[src/rtl/axi_mailbox_pkg.sv]
// Shared register offsets, response codes and FSM state types for the AXI mailbox.
package axi_mailbox_pkg;

    localparam logic [1:0] OFS_DATA   = 2'd0;
    localparam logic [1:0] OFS_STATUS = 2'd1;
    localparam logic [1:0] OFS_COUNT  = 2'd2;

    localparam logic [1:0] RESP_OKAY   = 2'b00;
    localparam logic [1:0] RESP_SLVERR = 2'b10;

    typedef enum logic [1:0] {W_IDLE, W_DATA, W_RESP} wr_state_t;
    typedef enum logic [1:0] {R_IDLE, R_LOAD, R_DATA} rd_state_t;

endpackage

[src/rtl/axi_if.sv]
// AXI4 bus bundle shared by initiators and responders; ID/address/data widths are set here.
interface axi_if #(
    parameter int unsigned ID_WIDTH   = 4,
    parameter int unsigned ADDR_WIDTH = 32,
    parameter int unsigned DATA_WIDTH = 8
) ();
    logic [ID_WIDTH-1:0]     awid;
    logic [ADDR_WIDTH-1:0]   awaddr;
    logic [7:0]              awlen;
    logic [2:0]              awsize;
    logic [1:0]              awburst;
    logic                    awvalid;
    logic                    awready;
    logic [DATA_WIDTH-1:0]   wdata;
    logic [DATA_WIDTH/8-1:0] wstrb;
    logic                    wlast;
    logic                    wvalid;
    logic                    wready;
    logic [ID_WIDTH-1:0]     bid;
    logic [1:0]              bresp;
    logic                    bvalid;
    logic                    bready;
    logic [ID_WIDTH-1:0]     arid;
    logic [ADDR_WIDTH-1:0]   araddr;
    logic [7:0]              arlen;
    logic [2:0]              arsize;
    logic [1:0]              arburst;
    logic                    arvalid;
    logic                    arready;
    logic [ID_WIDTH-1:0]     rid;
    logic [DATA_WIDTH-1:0]   rdata;
    logic [1:0]              rresp;
    logic                    rlast;
    logic                    rvalid;
    logic                    rready;

    modport responder (
        input  awid, awaddr, awlen, awsize, awburst, awvalid,
        output awready,
        input  wdata, wstrb, wlast, wvalid,
        output wready,
        output bid, bresp, bvalid,
        input  bready,
        input  arid, araddr, arlen, arsize, arburst, arvalid,
        output arready,
        output rid, rdata, rresp, rlast, rvalid,
        input  rready
    );

    modport initiator (
        output awid, awaddr, awlen, awsize, awburst, awvalid,
        input  awready,
        output wdata, wstrb, wlast, wvalid,
        input  wready,
        input  bid, bresp, bvalid,
        output bready,
        output arid, araddr, arlen, arsize, arburst, arvalid,
        input  arready,
        input  rid, rdata, rresp, rlast, rvalid,
        output rready
    );

endinterface

[src/rtl/mailbox_fifo.sv]
// Circular FIFO for the mailbox; full/empty come from the registered count so
// a push into a full FIFO or a pop from an empty one is ignored even if the other side moves.
module mailbox_fifo #(
    parameter int unsigned DATA_WIDTH = 8,
    parameter int unsigned DEPTH      = 16,
    localparam int unsigned PtrWidth  = $clog2(DEPTH),
    localparam int unsigned CntWidth  = $clog2(DEPTH) + 1
) (
    input  logic                  clk,
    input  logic                  rst_n,
    input  logic                  push,
    input  logic [DATA_WIDTH-1:0] wdata,
    input  logic                  pop,
    output logic [DATA_WIDTH-1:0] head,
    output logic [CntWidth-1:0]   count,
    output logic                  full,
    output logic                  empty,
    output logic                  nonempty
);
    logic [DATA_WIDTH-1:0] mem [DEPTH];
    logic [PtrWidth-1:0]   wr_ptr_q, rd_ptr_q;
    logic [CntWidth-1:0]   count_q, count_d;
    logic                  nonempty_q;
    logic                  do_push, do_pop;

    assign full    = (count_q == CntWidth'(DEPTH));
    assign empty   = (count_q == '0);
    assign do_push = push && !full;
    assign do_pop  = pop && !empty;

    always_comb begin
        count_d = count_q + CntWidth'(do_push) - CntWidth'(do_pop);
    end

    always_ff @(posedge clk or negedge rst_n) begin
        if (!rst_n) begin
            wr_ptr_q   <= '0;
            rd_ptr_q   <= '0;
            count_q    <= '0;
            nonempty_q <= 1'b0;
        end else begin
            if (do_push) wr_ptr_q <= wr_ptr_q + 1'b1;
            if (do_pop)  rd_ptr_q <= rd_ptr_q + 1'b1;
            count_q    <= count_d;
            // Tracks count_d so the flag always agrees with the count register.
            nonempty_q <= (count_d != '0);
        end
    end

    always_ff @(posedge clk) begin
        if (do_push) mem[wr_ptr_q] <= wdata;
    end

    assign head     = mem[rd_ptr_q];
    assign count    = count_q;
    assign nonempty = nonempty_q;

endmodule

[src/rtl/axi_mailbox.sv]
// AXI4 responder exposing an 8-bit FIFO mailbox: DATA (push/pop), STATUS and COUNT registers.
// Write and read channels run independent FSMs; irq is high while the FIFO holds data.
module axi_mailbox
    import axi_mailbox_pkg::*;
#(
    parameter int unsigned DATA_WIDTH = 8,
    parameter int unsigned DEPTH      = 16,
    parameter int unsigned ADDR_WIDTH = 32
) (
    input  logic     clk,
    input  logic     rst_n,
    axi_if.responder axi_s,
    output logic     irq
);
    localparam int unsigned IdWidth  = $bits(axi_s.awid);
    localparam int unsigned CntWidth = $clog2(DEPTH) + 1;

    if (DATA_WIDTH != 8) begin : g_bad_data_width
        $error("axi_mailbox: DATA_WIDTH must be 8");
    end
    if (DEPTH < 2 || DEPTH > 128 || (DEPTH & (DEPTH - 1)) != 0) begin : g_bad_depth
        $error("axi_mailbox: DEPTH must be a power of 2 in 2..128");
    end

    logic [DATA_WIDTH-1:0] fifo_head;
    logic [CntWidth-1:0]   fifo_count;
    logic                  fifo_full, fifo_empty;
    logic                  push, pop, w_hs, beat_err;

    // Write channel state
    wr_state_t           w_state_q;
    logic [IdWidth-1:0]  w_id_q;
    logic [1:0]          w_ofs_q;
    logic [7:0]          w_len_q, w_beat_q;
    logic                w_err_q, awready_q, wready_q, bvalid_q;
    logic [1:0]          bresp_q;

    // Read channel state
    rd_state_t             r_state_q;
    logic [IdWidth-1:0]    r_id_q;
    logic [1:0]            r_ofs_q;
    logic [7:0]            r_len_q, r_beat_q;
    logic                  arready_q, rvalid_q, rlast_q;
    logic [DATA_WIDTH-1:0] rdata_q;
    logic [1:0]            rresp_q;

    assign w_hs     = axi_s.wvalid && wready_q;
    assign push     = w_hs && (w_ofs_q == OFS_DATA) && axi_s.wstrb[0];
    assign beat_err = w_hs && ((w_ofs_q != OFS_DATA) || (axi_s.wstrb[0] && fifo_full));
    assign pop      = (r_state_q == R_LOAD) && (r_ofs_q == OFS_DATA) && !fifo_empty;

    mailbox_fifo #(
        .DATA_WIDTH (DATA_WIDTH),
        .DEPTH      (DEPTH)
    ) u_fifo (
        .clk      (clk),
        .rst_n    (rst_n),
        .push     (push),
        .wdata    (axi_s.wdata),
        .pop      (pop),
        .head     (fifo_head),
        .count    (fifo_count),
        .full     (fifo_full),
        .empty    (fifo_empty),
        .nonempty (irq)
    );

    always_ff @(posedge clk or negedge rst_n) begin
        if (!rst_n) begin
            w_state_q <= W_IDLE;
            w_id_q    <= '0;
            w_ofs_q   <= '0;
            w_len_q   <= '0;
            w_beat_q  <= '0;
            w_err_q   <= 1'b0;
            awready_q <= 1'b1;
            wready_q  <= 1'b0;
            bvalid_q  <= 1'b0;
            bresp_q   <= RESP_OKAY;
        end else begin
            unique case (w_state_q)
                W_IDLE: begin
                    if (axi_s.awvalid && awready_q) begin
                        w_id_q    <= axi_s.awid;
                        w_ofs_q   <= axi_s.awaddr[1:0];
                        w_len_q   <= axi_s.awlen;
                        w_beat_q  <= '0;
                        w_err_q   <= 1'b0;
                        awready_q <= 1'b0;
                        wready_q  <= 1'b1;
                        w_state_q <= W_DATA;
                    end
                end
                W_DATA: begin
                    if (w_hs) begin
                        w_err_q <= w_err_q || beat_err;
                        // Burst length comes from AWLEN alone; WLAST is not consulted.
                        if (w_beat_q == w_len_q) begin
                            wready_q  <= 1'b0;
                            bvalid_q  <= 1'b1;
                            bresp_q   <= (w_err_q || beat_err) ? RESP_SLVERR : RESP_OKAY;
                            w_state_q <= W_RESP;
                        end else begin
                            w_beat_q <= w_beat_q + 8'd1;
                        end
                    end
                end
                W_RESP: begin
                    if (axi_s.bready) begin
                        bvalid_q  <= 1'b0;
                        awready_q <= 1'b1;
                        w_state_q <= W_IDLE;
                    end
                end
                default: begin
                    w_state_q <= W_IDLE;
                    awready_q <= 1'b1;
                    wready_q  <= 1'b0;
                    bvalid_q  <= 1'b0;
                end
            endcase
        end
    end

    always_ff @(posedge clk or negedge rst_n) begin
        if (!rst_n) begin
            r_state_q <= R_IDLE;
            r_id_q    <= '0;
            r_ofs_q   <= '0;
            r_len_q   <= '0;
            r_beat_q  <= '0;
            arready_q <= 1'b1;
            rvalid_q  <= 1'b0;
            rlast_q   <= 1'b0;
            rdata_q   <= '0;
            rresp_q   <= RESP_OKAY;
        end else begin
            unique case (r_state_q)
                R_IDLE: begin
                    if (axi_s.arvalid && arready_q) begin
                        r_id_q    <= axi_s.arid;
                        r_ofs_q   <= axi_s.araddr[1:0];
                        r_len_q   <= axi_s.arlen;
                        r_beat_q  <= '0;
                        arready_q <= 1'b0;
                        r_state_q <= R_LOAD;
                    end
                end
                R_LOAD: begin
                    unique case (r_ofs_q)
                        OFS_DATA: begin
                            rdata_q <= fifo_empty ? '0 : fifo_head;
                            rresp_q <= fifo_empty ? RESP_SLVERR : RESP_OKAY;
                        end
                        OFS_STATUS: begin
                            rdata_q <= DATA_WIDTH'({fifo_full, fifo_empty});
                            rresp_q <= RESP_OKAY;
                        end
                        OFS_COUNT: begin
                            rdata_q <= DATA_WIDTH'(fifo_count);
                            rresp_q <= RESP_OKAY;
                        end
                        default: begin
                            rdata_q <= '0;
                            rresp_q <= RESP_SLVERR;
                        end
                    endcase
                    rlast_q   <= (r_beat_q == r_len_q);
                    rvalid_q  <= 1'b1;
                    r_state_q <= R_DATA;
                end
                R_DATA: begin
                    if (axi_s.rready) begin
                        rvalid_q <= 1'b0;
                        if (rlast_q) begin
                            arready_q <= 1'b1;
                            r_state_q <= R_IDLE;
                        end else begin
                            r_beat_q  <= r_beat_q + 8'd1;
                            r_state_q <= R_LOAD;
                        end
                    end
                end
                default: begin
                    r_state_q <= R_IDLE;
                    arready_q <= 1'b1;
                    rvalid_q  <= 1'b0;
                end
            endcase
        end
    end

    assign axi_s.awready = awready_q;
    assign axi_s.wready  = wready_q;
    assign axi_s.bvalid  = bvalid_q;
    assign axi_s.bid     = w_id_q;
    assign axi_s.bresp   = bresp_q;
    assign axi_s.arready = arready_q;
    assign axi_s.rvalid  = rvalid_q;
    assign axi_s.rid     = r_id_q;
    assign axi_s.rdata   = rdata_q;
    assign axi_s.rresp   = rresp_q;
    assign axi_s.rlast   = rlast_q;

    logic unused_sig;
    assign unused_sig = ^{axi_s.awaddr[ADDR_WIDTH-1:2], axi_s.araddr[ADDR_WIDTH-1:2],
                          axi_s.awsize, axi_s.awburst, axi_s.arsize, axi_s.arburst,
                          axi_s.wlast};

endmodule

[src/flat_wrapper.sv]
// flat-port wrapper written by rule: the top's interface ports become plain ports
module axi_mailbox_flat import axi_mailbox_pkg::*;
#(
    parameter int unsigned DATA_WIDTH = 8,
    parameter int unsigned DEPTH      = 16,
    parameter int unsigned ADDR_WIDTH = 32
)
  (clk, rst_n, irq, axi_s_awid, axi_s_awaddr, axi_s_awlen, axi_s_awsize, axi_s_awburst, axi_s_awvalid, axi_s_awready, axi_s_wdata, axi_s_wstrb, axi_s_wlast, axi_s_wvalid, axi_s_wready, axi_s_bid, axi_s_bresp, axi_s_bvalid, axi_s_bready, axi_s_arid, axi_s_araddr, axi_s_arlen, axi_s_arsize, axi_s_arburst, axi_s_arvalid, axi_s_arready, axi_s_rid, axi_s_rdata, axi_s_rresp, axi_s_rlast, axi_s_rvalid, axi_s_rready);
  axi_if #(.ID_WIDTH(4), .ADDR_WIDTH(ADDR_WIDTH), .DATA_WIDTH(DATA_WIDTH)) axi_s_i ();
  input  logic clk;
  input  logic rst_n;
  output logic irq;
  input wire logic [$bits(axi_s_i.awid)-1:0] axi_s_awid;
  input wire logic [$bits(axi_s_i.awaddr)-1:0] axi_s_awaddr;
  input wire logic [$bits(axi_s_i.awlen)-1:0] axi_s_awlen;
  input wire logic [$bits(axi_s_i.awsize)-1:0] axi_s_awsize;
  input wire logic [$bits(axi_s_i.awburst)-1:0] axi_s_awburst;
  input wire logic [$bits(axi_s_i.awvalid)-1:0] axi_s_awvalid;
  output wire logic [$bits(axi_s_i.awready)-1:0] axi_s_awready;
  input wire logic [$bits(axi_s_i.wdata)-1:0] axi_s_wdata;
  input wire logic [$bits(axi_s_i.wstrb)-1:0] axi_s_wstrb;
  input wire logic [$bits(axi_s_i.wlast)-1:0] axi_s_wlast;
  input wire logic [$bits(axi_s_i.wvalid)-1:0] axi_s_wvalid;
  output wire logic [$bits(axi_s_i.wready)-1:0] axi_s_wready;
  output wire logic [$bits(axi_s_i.bid)-1:0] axi_s_bid;
  output wire logic [$bits(axi_s_i.bresp)-1:0] axi_s_bresp;
  output wire logic [$bits(axi_s_i.bvalid)-1:0] axi_s_bvalid;
  input wire logic [$bits(axi_s_i.bready)-1:0] axi_s_bready;
  input wire logic [$bits(axi_s_i.arid)-1:0] axi_s_arid;
  input wire logic [$bits(axi_s_i.araddr)-1:0] axi_s_araddr;
  input wire logic [$bits(axi_s_i.arlen)-1:0] axi_s_arlen;
  input wire logic [$bits(axi_s_i.arsize)-1:0] axi_s_arsize;
  input wire logic [$bits(axi_s_i.arburst)-1:0] axi_s_arburst;
  input wire logic [$bits(axi_s_i.arvalid)-1:0] axi_s_arvalid;
  output wire logic [$bits(axi_s_i.arready)-1:0] axi_s_arready;
  output wire logic [$bits(axi_s_i.rid)-1:0] axi_s_rid;
  output wire logic [$bits(axi_s_i.rdata)-1:0] axi_s_rdata;
  output wire logic [$bits(axi_s_i.rresp)-1:0] axi_s_rresp;
  output wire logic [$bits(axi_s_i.rlast)-1:0] axi_s_rlast;
  output wire logic [$bits(axi_s_i.rvalid)-1:0] axi_s_rvalid;
  input wire logic [$bits(axi_s_i.rready)-1:0] axi_s_rready;
  assign axi_s_i.awid = axi_s_awid;
  assign axi_s_i.awaddr = axi_s_awaddr;
  assign axi_s_i.awlen = axi_s_awlen;
  assign axi_s_i.awsize = axi_s_awsize;
  assign axi_s_i.awburst = axi_s_awburst;
  assign axi_s_i.awvalid = axi_s_awvalid;
  assign axi_s_awready = axi_s_i.awready;
  assign axi_s_i.wdata = axi_s_wdata;
  assign axi_s_i.wstrb = axi_s_wstrb;
  assign axi_s_i.wlast = axi_s_wlast;
  assign axi_s_i.wvalid = axi_s_wvalid;
  assign axi_s_wready = axi_s_i.wready;
  assign axi_s_bid = axi_s_i.bid;
  assign axi_s_bresp = axi_s_i.bresp;
  assign axi_s_bvalid = axi_s_i.bvalid;
  assign axi_s_i.bready = axi_s_bready;
  assign axi_s_i.arid = axi_s_arid;
  assign axi_s_i.araddr = axi_s_araddr;
  assign axi_s_i.arlen = axi_s_arlen;
  assign axi_s_i.arsize = axi_s_arsize;
  assign axi_s_i.arburst = axi_s_arburst;
  assign axi_s_i.arvalid = axi_s_arvalid;
  assign axi_s_arready = axi_s_i.arready;
  assign axi_s_rid = axi_s_i.rid;
  assign axi_s_rdata = axi_s_i.rdata;
  assign axi_s_rresp = axi_s_i.rresp;
  assign axi_s_rlast = axi_s_i.rlast;
  assign axi_s_rvalid = axi_s_i.rvalid;
  assign axi_s_i.rready = axi_s_rready;
  axi_mailbox #(.DATA_WIDTH(DATA_WIDTH), .DEPTH(DEPTH), .ADDR_WIDTH(ADDR_WIDTH)) u_core (.clk(clk), .rst_n(rst_n), .axi_s(axi_s_i), .irq(irq));
endmodule
[config.mk]
export PLATFORM = sky130hd
export DESIGN_NAME = axi_mailbox_flat
export DESIGN_NICKNAME = d
export VERILOG_FILES = /design/src/rtl/axi_mailbox_pkg.sv /design/src/rtl/axi_if.sv /design/src/rtl/mailbox_fifo.sv /design/src/rtl/axi_mailbox.sv /design/src/flat_wrapper.sv
export SDC_FILE = /design/constraint.sdc
export NUM_CORES = 1
export LEC_CHECK = 0
export ABC_AREA = 1
export BUFFER_PORTS_ARGS = -buffer_cell sky130_fd_sc_hd__buf_2
export CELL_PAD_IN_SITES_DETAIL_PLACEMENT = 0
export CELL_PAD_IN_SITES_GLOBAL_PLACEMENT = 1
export CORE_UTILIZATION = 44
export CTS_CLUSTER_SIZE = 14
export DETAILED_ROUTE_END_ITERATION = 7
export PLACE_DENSITY = 0.88
export SYNTH_ARGS = -nofsm -noshare
export SYNTH_HDL_FRONTEND = slang
export SYNTH_SLANG_ARGS = --single-unit
[constraint.sdc]
create_clock -name clk -period 3.18 [get_ports clk]
set_clock_uncertainty 0.15 [all_clocks]
set_input_delay 0.636 -clock clk [delete_from_list [all_inputs] [get_ports clk]]
set_output_delay 0.636 -clock clk [all_outputs]
set_load 0.005 [all_outputs]
* Yosys cells after proc, flatten, opt, wreduce, memory -nomap -nowiden
Memory sizes are Yosys's and may differ from the RTL's.
Index checks and enable logic that the tools add are counted.
** Storage, ports and cells
- Register bits :: 81
- Memories kept :: 1
- RAM bits :: 128
- Logic and storage cells :: 135
- Latch bits :: 0
- Bits of input ports :: 115
- ROM bits :: 0
** Memories
- u_core.u_fifo.mem :: words 16, width 8, read ports 1, clocked after memory_dff 0, write ports 1, line mailbox_fifo.sv:20 : logic [DATA_WIDTH-1:0] mem [DEPTH];
** Cells by class
- Multipliers :: 0
- Magnitude comparators :: 0
- Shifts and indexed selects :: 0
- Reduce and logical (&&, ||, !) cells :: 38
- $add $sub $neg :: 6
- Eq/ne operators :: 18
- Bitwise logic cells :: 5
- Multiplexer cells :: 43
- Divide/modulo/power cells :: 0
** Operators by type and width (count)
- 8-bit two-way mux :: 7
- 8-bit one-hot mux with 2 select lines :: 2
- 8-bit one-hot mux with 3 select lines :: 1
- 4-bit AND reduction :: 6
- 8-bit by 1-bit adder with 8-bit output (second input constant) :: 2
- 8-bit equality test :: 2
- 1-bit two-way mux :: 16
- 2-bit two-way mux :: 8
- 1-bit one-hot mux with 3 select lines :: 5
- 2-bit one-hot mux with 3 select lines :: 2
- 1-bit logical AND :: 11
- 2-bit by 1-bit != test with 1-bit output (second input constant) :: 5
- 3-bit AND reduction :: 3
- 4-bit by 1-bit adder with 4-bit output (second input constant) :: 2
- 2-bit zero test :: 4
- 2-bit != test (second input constant) :: 4
- 2-bit AND reduction :: 4
- 2-bit by 1-bit equality test with 1-bit output (second input constant) :: 3
- 2-bit equality test (second input constant) :: 3
- 2-bit nonzero test :: 3
- 5-bit by 1-bit adder with 5-bit output :: 1
- 5-bit equality test (second input constant) :: 1
- 5-bit zero test :: 1
- 1-bit inverter :: 5
- 7 further kinds :: 9

* Longest topological paths before layout
- Depth after elaboration :: 7
- Gate-level depth with buffers :: 16
- Mapped depth without buffers :: 16

* Cells and area by module
From an unflattened synthesis, not the netlist that was laid out.
** Unflattened totals
- Cells, all modules :: 1016
- Area, all modules :: 9664.3 um^2
** Modules (own cells, without submodules)
- mailbox_fifo :: cells an instance 614, area each 6324.8 um^2, instances 1
- axi_mailbox :: cells an instance 402, area each 3339.5 um^2, instances 1

* Worst setup path before layout
Ideal clock, no wire load.
- Kind :: register -> register
- Start :: register u_core.u_fifo.count_q[3], in the netlist u_core.u_fifo.count[3]
- End :: register u_core.u_fifo.nonempty_q, in the netlist u_core.u_fifo.nonempty
- Cell stages (with the launch flop) :: 16
- Required time :: 2.901 ns
- Arrival time :: 2.409 ns
- Setup slack :: 0.492 ns
- Path buffers :: 0
- Cell sequence :: dfrtp_1 -> inv_1 -> ha_1 -> nand3_1 -> o21ai_0 -> inv_1 -> nand2_1 -> inv_2 -> ha_1 -> inv_1 -> ha_1 -> inv_1 -> fa_1 -> inv_1 -> nor4_1 -> nand2_1
** On the way
- Longest elaborated chain between the ends :: 6
** RTL lines
- from (decl) :: line mailbox_fifo.sv:22 : logic [CntWidth-1:0] count_q, count_d;
- from (signal assigned) :: line mailbox_fifo.sv:44 : count_q <= count_d;
- 5-bit zero test (*) :: line mailbox_fifo.sv:27 : assign empty = (count_q == '0);
- 1-bit zero test (*) :: line mailbox_fifo.sv:29, axi_mailbox.sv:50
- 1-bit logical AND :: line axi_mailbox.sv:50 : assign pop = (r_state_q == R_LOAD) && (r_ofs_q == OFS_DATA) && !fifo_empty;
- 1-bit logical AND (*) :: line mailbox_fifo.sv:29 : assign do_pop = pop && !empty;
- named net u_core.u_fifo.do_pop :: line mailbox_fifo.sv:24 : logic do_push, do_pop;
- 5-bit by 1-bit subtractor with 5-bit output (*) :: line mailbox_fifo.sv:32 : count_d = count_q + CntWidth'(do_push) - CntWidth'(do_pop);
- named net u_core.u_fifo.count_d[1] :: line mailbox_fifo.sv:22
- 5-bit nonzero test (*) :: line mailbox_fifo.sv:46 : nonempty_q <= (count_d != '0);
- to (signal assigned) :: line mailbox_fifo.sv:46
- to (decl) :: line mailbox_fifo.sv:23 : logic nonempty_q;
Mark *: on every way through the listed nets, which the timed path passes. The rest lies on a longest branch.
A chain may end at the register's enable or synchronous reset.

* Worst setup path in the final report
- Start :: register u_core.u_fifo.count_q[2], in the netlist u_core.u_fifo.count[2]
- End :: register u_core.u_fifo.nonempty_q, in the netlist u_core.u_fifo.nonempty
The elaborated chain is that of the path after synthesis.

==> impl_metrics.toml <==
[min_path]
hold_end = "u_core.w_len_q[3]"
hold_depth = 3
hold_start = "axi_s_awlen[3]"
hp-class = "in -> reg"

[layout]
insertedDiodeCount = 0
fin_cells = 1267
area_growth_pct = 15.48
fin_area_um2 = 10520
layout.nets = 1110
fillers = 1736
drive_above_1_share_pct = 15.75

[worst_setup_path]
crit_top_cell = "inv_1"
max_stage_delay_ns = 0.40
crit_path_start_kind = "register"
worstSetupEndpointType = "register"
r2r-start = "u_core.u_fifo.count[2]"
cp_cell_sequence = "inv_1, ha_1, nand3_1, o21ai_0, inv_1, nand2_2, inv_2, ha_1, inv_1, ha_1, inv_1, fa_1, o21ai_0, xnor2_1, inv_1, nand2_1"
arrival_ns = 3.25
r2r-end = "u_core.u_fifo.nonempty"
critPathKind = "reg -> reg"
cp_data_required_time_ns = 3.48
path_max_fanout = 10
r2r_setup_slack_ns = 0.23
slowest_stage = "dfrtp_1"
reg2reg_depth = 16

[cts]
cts_root_buf = "clkbuf_16"
clkSinkCount = 207
cts_buffers = 22
clkTransAtPathRegs_ns = 0.06
htree_levels = 1
cts_setup_buffers = 0
cts_tree = "done"
insertion_delay_ns = 0.51
clockBufferDepth = 3

[logic_synthesis]
synth_area_per_cell_um2 = 10.17
synthTopCellsByArea = "edfxtp_1 42%, dfrtp_1 21%, nand2_1 9.6%"
synth_common_cells = "233 x nand2_1, 128 x edfxtp_1, 91 x nor2_1"
yosys.area.top_type = "edfxtp_1"
yosysMostFrequentCell = "nand2_1"
syn_inst = 895
synthArstFlopShare_pct = 38.16
yosys_warnings = 0
synth-edff-count = 128
syn_area_um2 = 9106
ys_types = 43
ys_seq_elements = 207
synth_ff_type = "edfxtp_1"
ys_seq_area_share_pct = 63.95
synth_top_cell_area_share_pct = 42.21

[global_routing]
grt_overflow = 0
grt_usage_pct = 18.00
grt_start_max_net_pins = 60
grt_pass1_vias = 6087
antenna_found_initial = 0
grt_first_pass_wirelength_um = 30570

[power_and_ir_drop]
ir_drop_mv = 0.4695
pwr_density_cell_nw_per_um2 = 824.4
leakage_nw = 4.560

[sta]
fin_setup_tns_ns = 0
slew_headroom_pct = 56.10
finalSetupViolations = 0
worst_pin_slew_ns = 0.6576
timing.hold.ws_ns = 0.1696
clock.fmax_ghz = 0.3389
rsz0062_at_grt = "no"
finalCritPeriodShare_pct = 92.78
final-hold-violation-count = 0
slew_viol_final = 0
period_needed_ns = 2.950

[detailed_routing]
drt_pass1_iterations = 5
drcViolationCount = 0
num_vias = 6343
wl_per_cell_um = 14.82
wirelength_um = 18770
first_iter_violations = 476
viasPerCell = 5.006
ant_nets = 0

[placement]
dp.cells = 1226
io_buffer_count = 68
dp_hpwl_um = 12070
placed_area_um2 = 9829
routabilityCongestion = 0.8233

[die]
ios = 142
core_region_area_um2 = 20230
initial_utilization_pct = 45.00
die_h_um = 145.9
rows = 52
fp.dieW_um = 145.9
dieArea_um2 = 21280

[flow_run]
cap_violations = 0

[status]
outcome = "complete, no violations"
-- layout by cell type (no fill, tap or decap), types with 13 or more instances in the layout --
| cell | count |
|---|---|
| o22ai_1 | 24 |
| nor2_1 | 91 |
| buf_4 | 25 |
| ha_1 | 13 |
| nand3_1 | 55 |
| clkbuf_16 | 22 |
| buf_2 | 67 |
| edfxtp_1 | 128 |
| inv_1 | 73 |
| o21ai_1 | 24 |
| nand2_1 | 232 |
| o21ai_0 | 47 |
| dfrtp_1 | 76 |
| xor2_1 | 19 |
-- layer usage --
metal  vias to the layer above  GRT usage [%]  wire length (um)
li1                       3150              -                 -
met5                         -              0                 0
met1                      3005          24.26              8440
met3                        32          2.351               955
met2                       156          30.24              8995
met4                         0          5.789               382
-- where the power goes --
group | leakage [nW] | internal [mW] | switching (mW) | total (mW)
clock network | 0.324 | 1.35 | 1.03 | 2.39
registers | 2.14 | 3.24 | 0.354 | 3.59
logic | 2.10 | 0.972 | 1.72 | 2.69
total | 4.56 | 5.56 | 3.11 | 8.67
-- stage by stage --
step | total power [mW] | worst slack [ns] | util, %
floorplan | 5.567 | 0.4925 | -
CTS | 8.737 | 0.1431 | 51.96
detailed placement | 6.335 | 0.1267 | 48.58
global route | 9.282 | 0.03067 | 51.97
finish | 8.670 | 0.2296 | 51.97
global placement | 6.268 | 0.2231 | 48.58
-- cell type report --
cell class / count / area (um2) / area share, %
Timing Repair Buffer: 95 / 573.1 / 5.449
Clock buffer: 24 / 558.0 / 5.306
Multi-Input combinational cell: 573 / 2799 / 26.62
Inverter: 82 / 307.8 / 2.927
Sequential cell: 207 / 5824 / 55.38
Tap cell: 270 / 337.8 / 3.212
Clock inverter: 16 / 116.4 / 1.106
-- sequential cells by signal (all words and copies together), names as in the netlist, 2 cells and up --
signal and flops:
u_core.u_fifo.mem 128, u_core.axi_s.rdata 8, u_core.r_beat_q 8, u_core.r_len_q 8, u_core.w_beat_q 8, u_core.w_len_q 8, u_core.u_fifo.count 5, u_core.axi_s.bid 4
u_core.axi_s.rid 4, u_core.u_fifo.rd_ptr_q 4, u_core.u_fifo.wr_ptr_q 4, u_core.r_ofs_q 2, u_core.r_state_q 2, u_core.w_ofs_q 2, u_core.w_state_q 2
-- repair_timing --
action                                  in CTS  in global routing
endpoints found under the setup margin       0                  1
resized for setup                            0                  1
hold buffers                                 1                  0
hold endpoints to repair                    19                  0
-- worst max-delay path: cells and delay by family (launching register included) --
kind | cells | cell delay [ns]
AO/OA/AOI/OAI | 2 | 0.43
buffers and inverters | 6 | 0.47
flip-flops | 1 | 0.40
adder cells (fa/ha/maj) | 4 | 0.99
XOR/XNOR | 1 | 0.18
AND/OR/NAND/NOR | 3 | 0.27
-- worst max-delay path by stage --
| stage | slack [ns] | start | endpoint | depth (start not counted) |
|---|---|---|---|---|
| global placement | 0.22 | axi_s_wvalid | u_core.u_fifo.nonempty | 12 |
| CTS | 0.14 | u_core.u_fifo.count[2] | u_core.u_fifo.nonempty | 16 |
| global route | 0.03 | u_core.u_fifo.count[2] | u_core.u_fifo.nonempty | 15 |
| detailed placement | 0.13 | axi_s_wvalid | u_core.u_fifo.nonempty | 13 |
| finish | 0.23 | u_core.u_fifo.count[2] | u_core.u_fifo.nonempty | 16 |
| floorplan | 0.49 | u_core.u_fifo.count[3] | u_core.u_fifo.nonempty | 15 |
-- cells by family after synthesis --
kind of cell,share of synthesized area (%)
simple gates,18.71
flops,63.95
compound gates,7.296
buf+inv,5.386
xor+xnor,2.501
fa+ha+maj,2.006
other cells,0.04118
mux,0.1099
(Power assumes the default switching activity.)
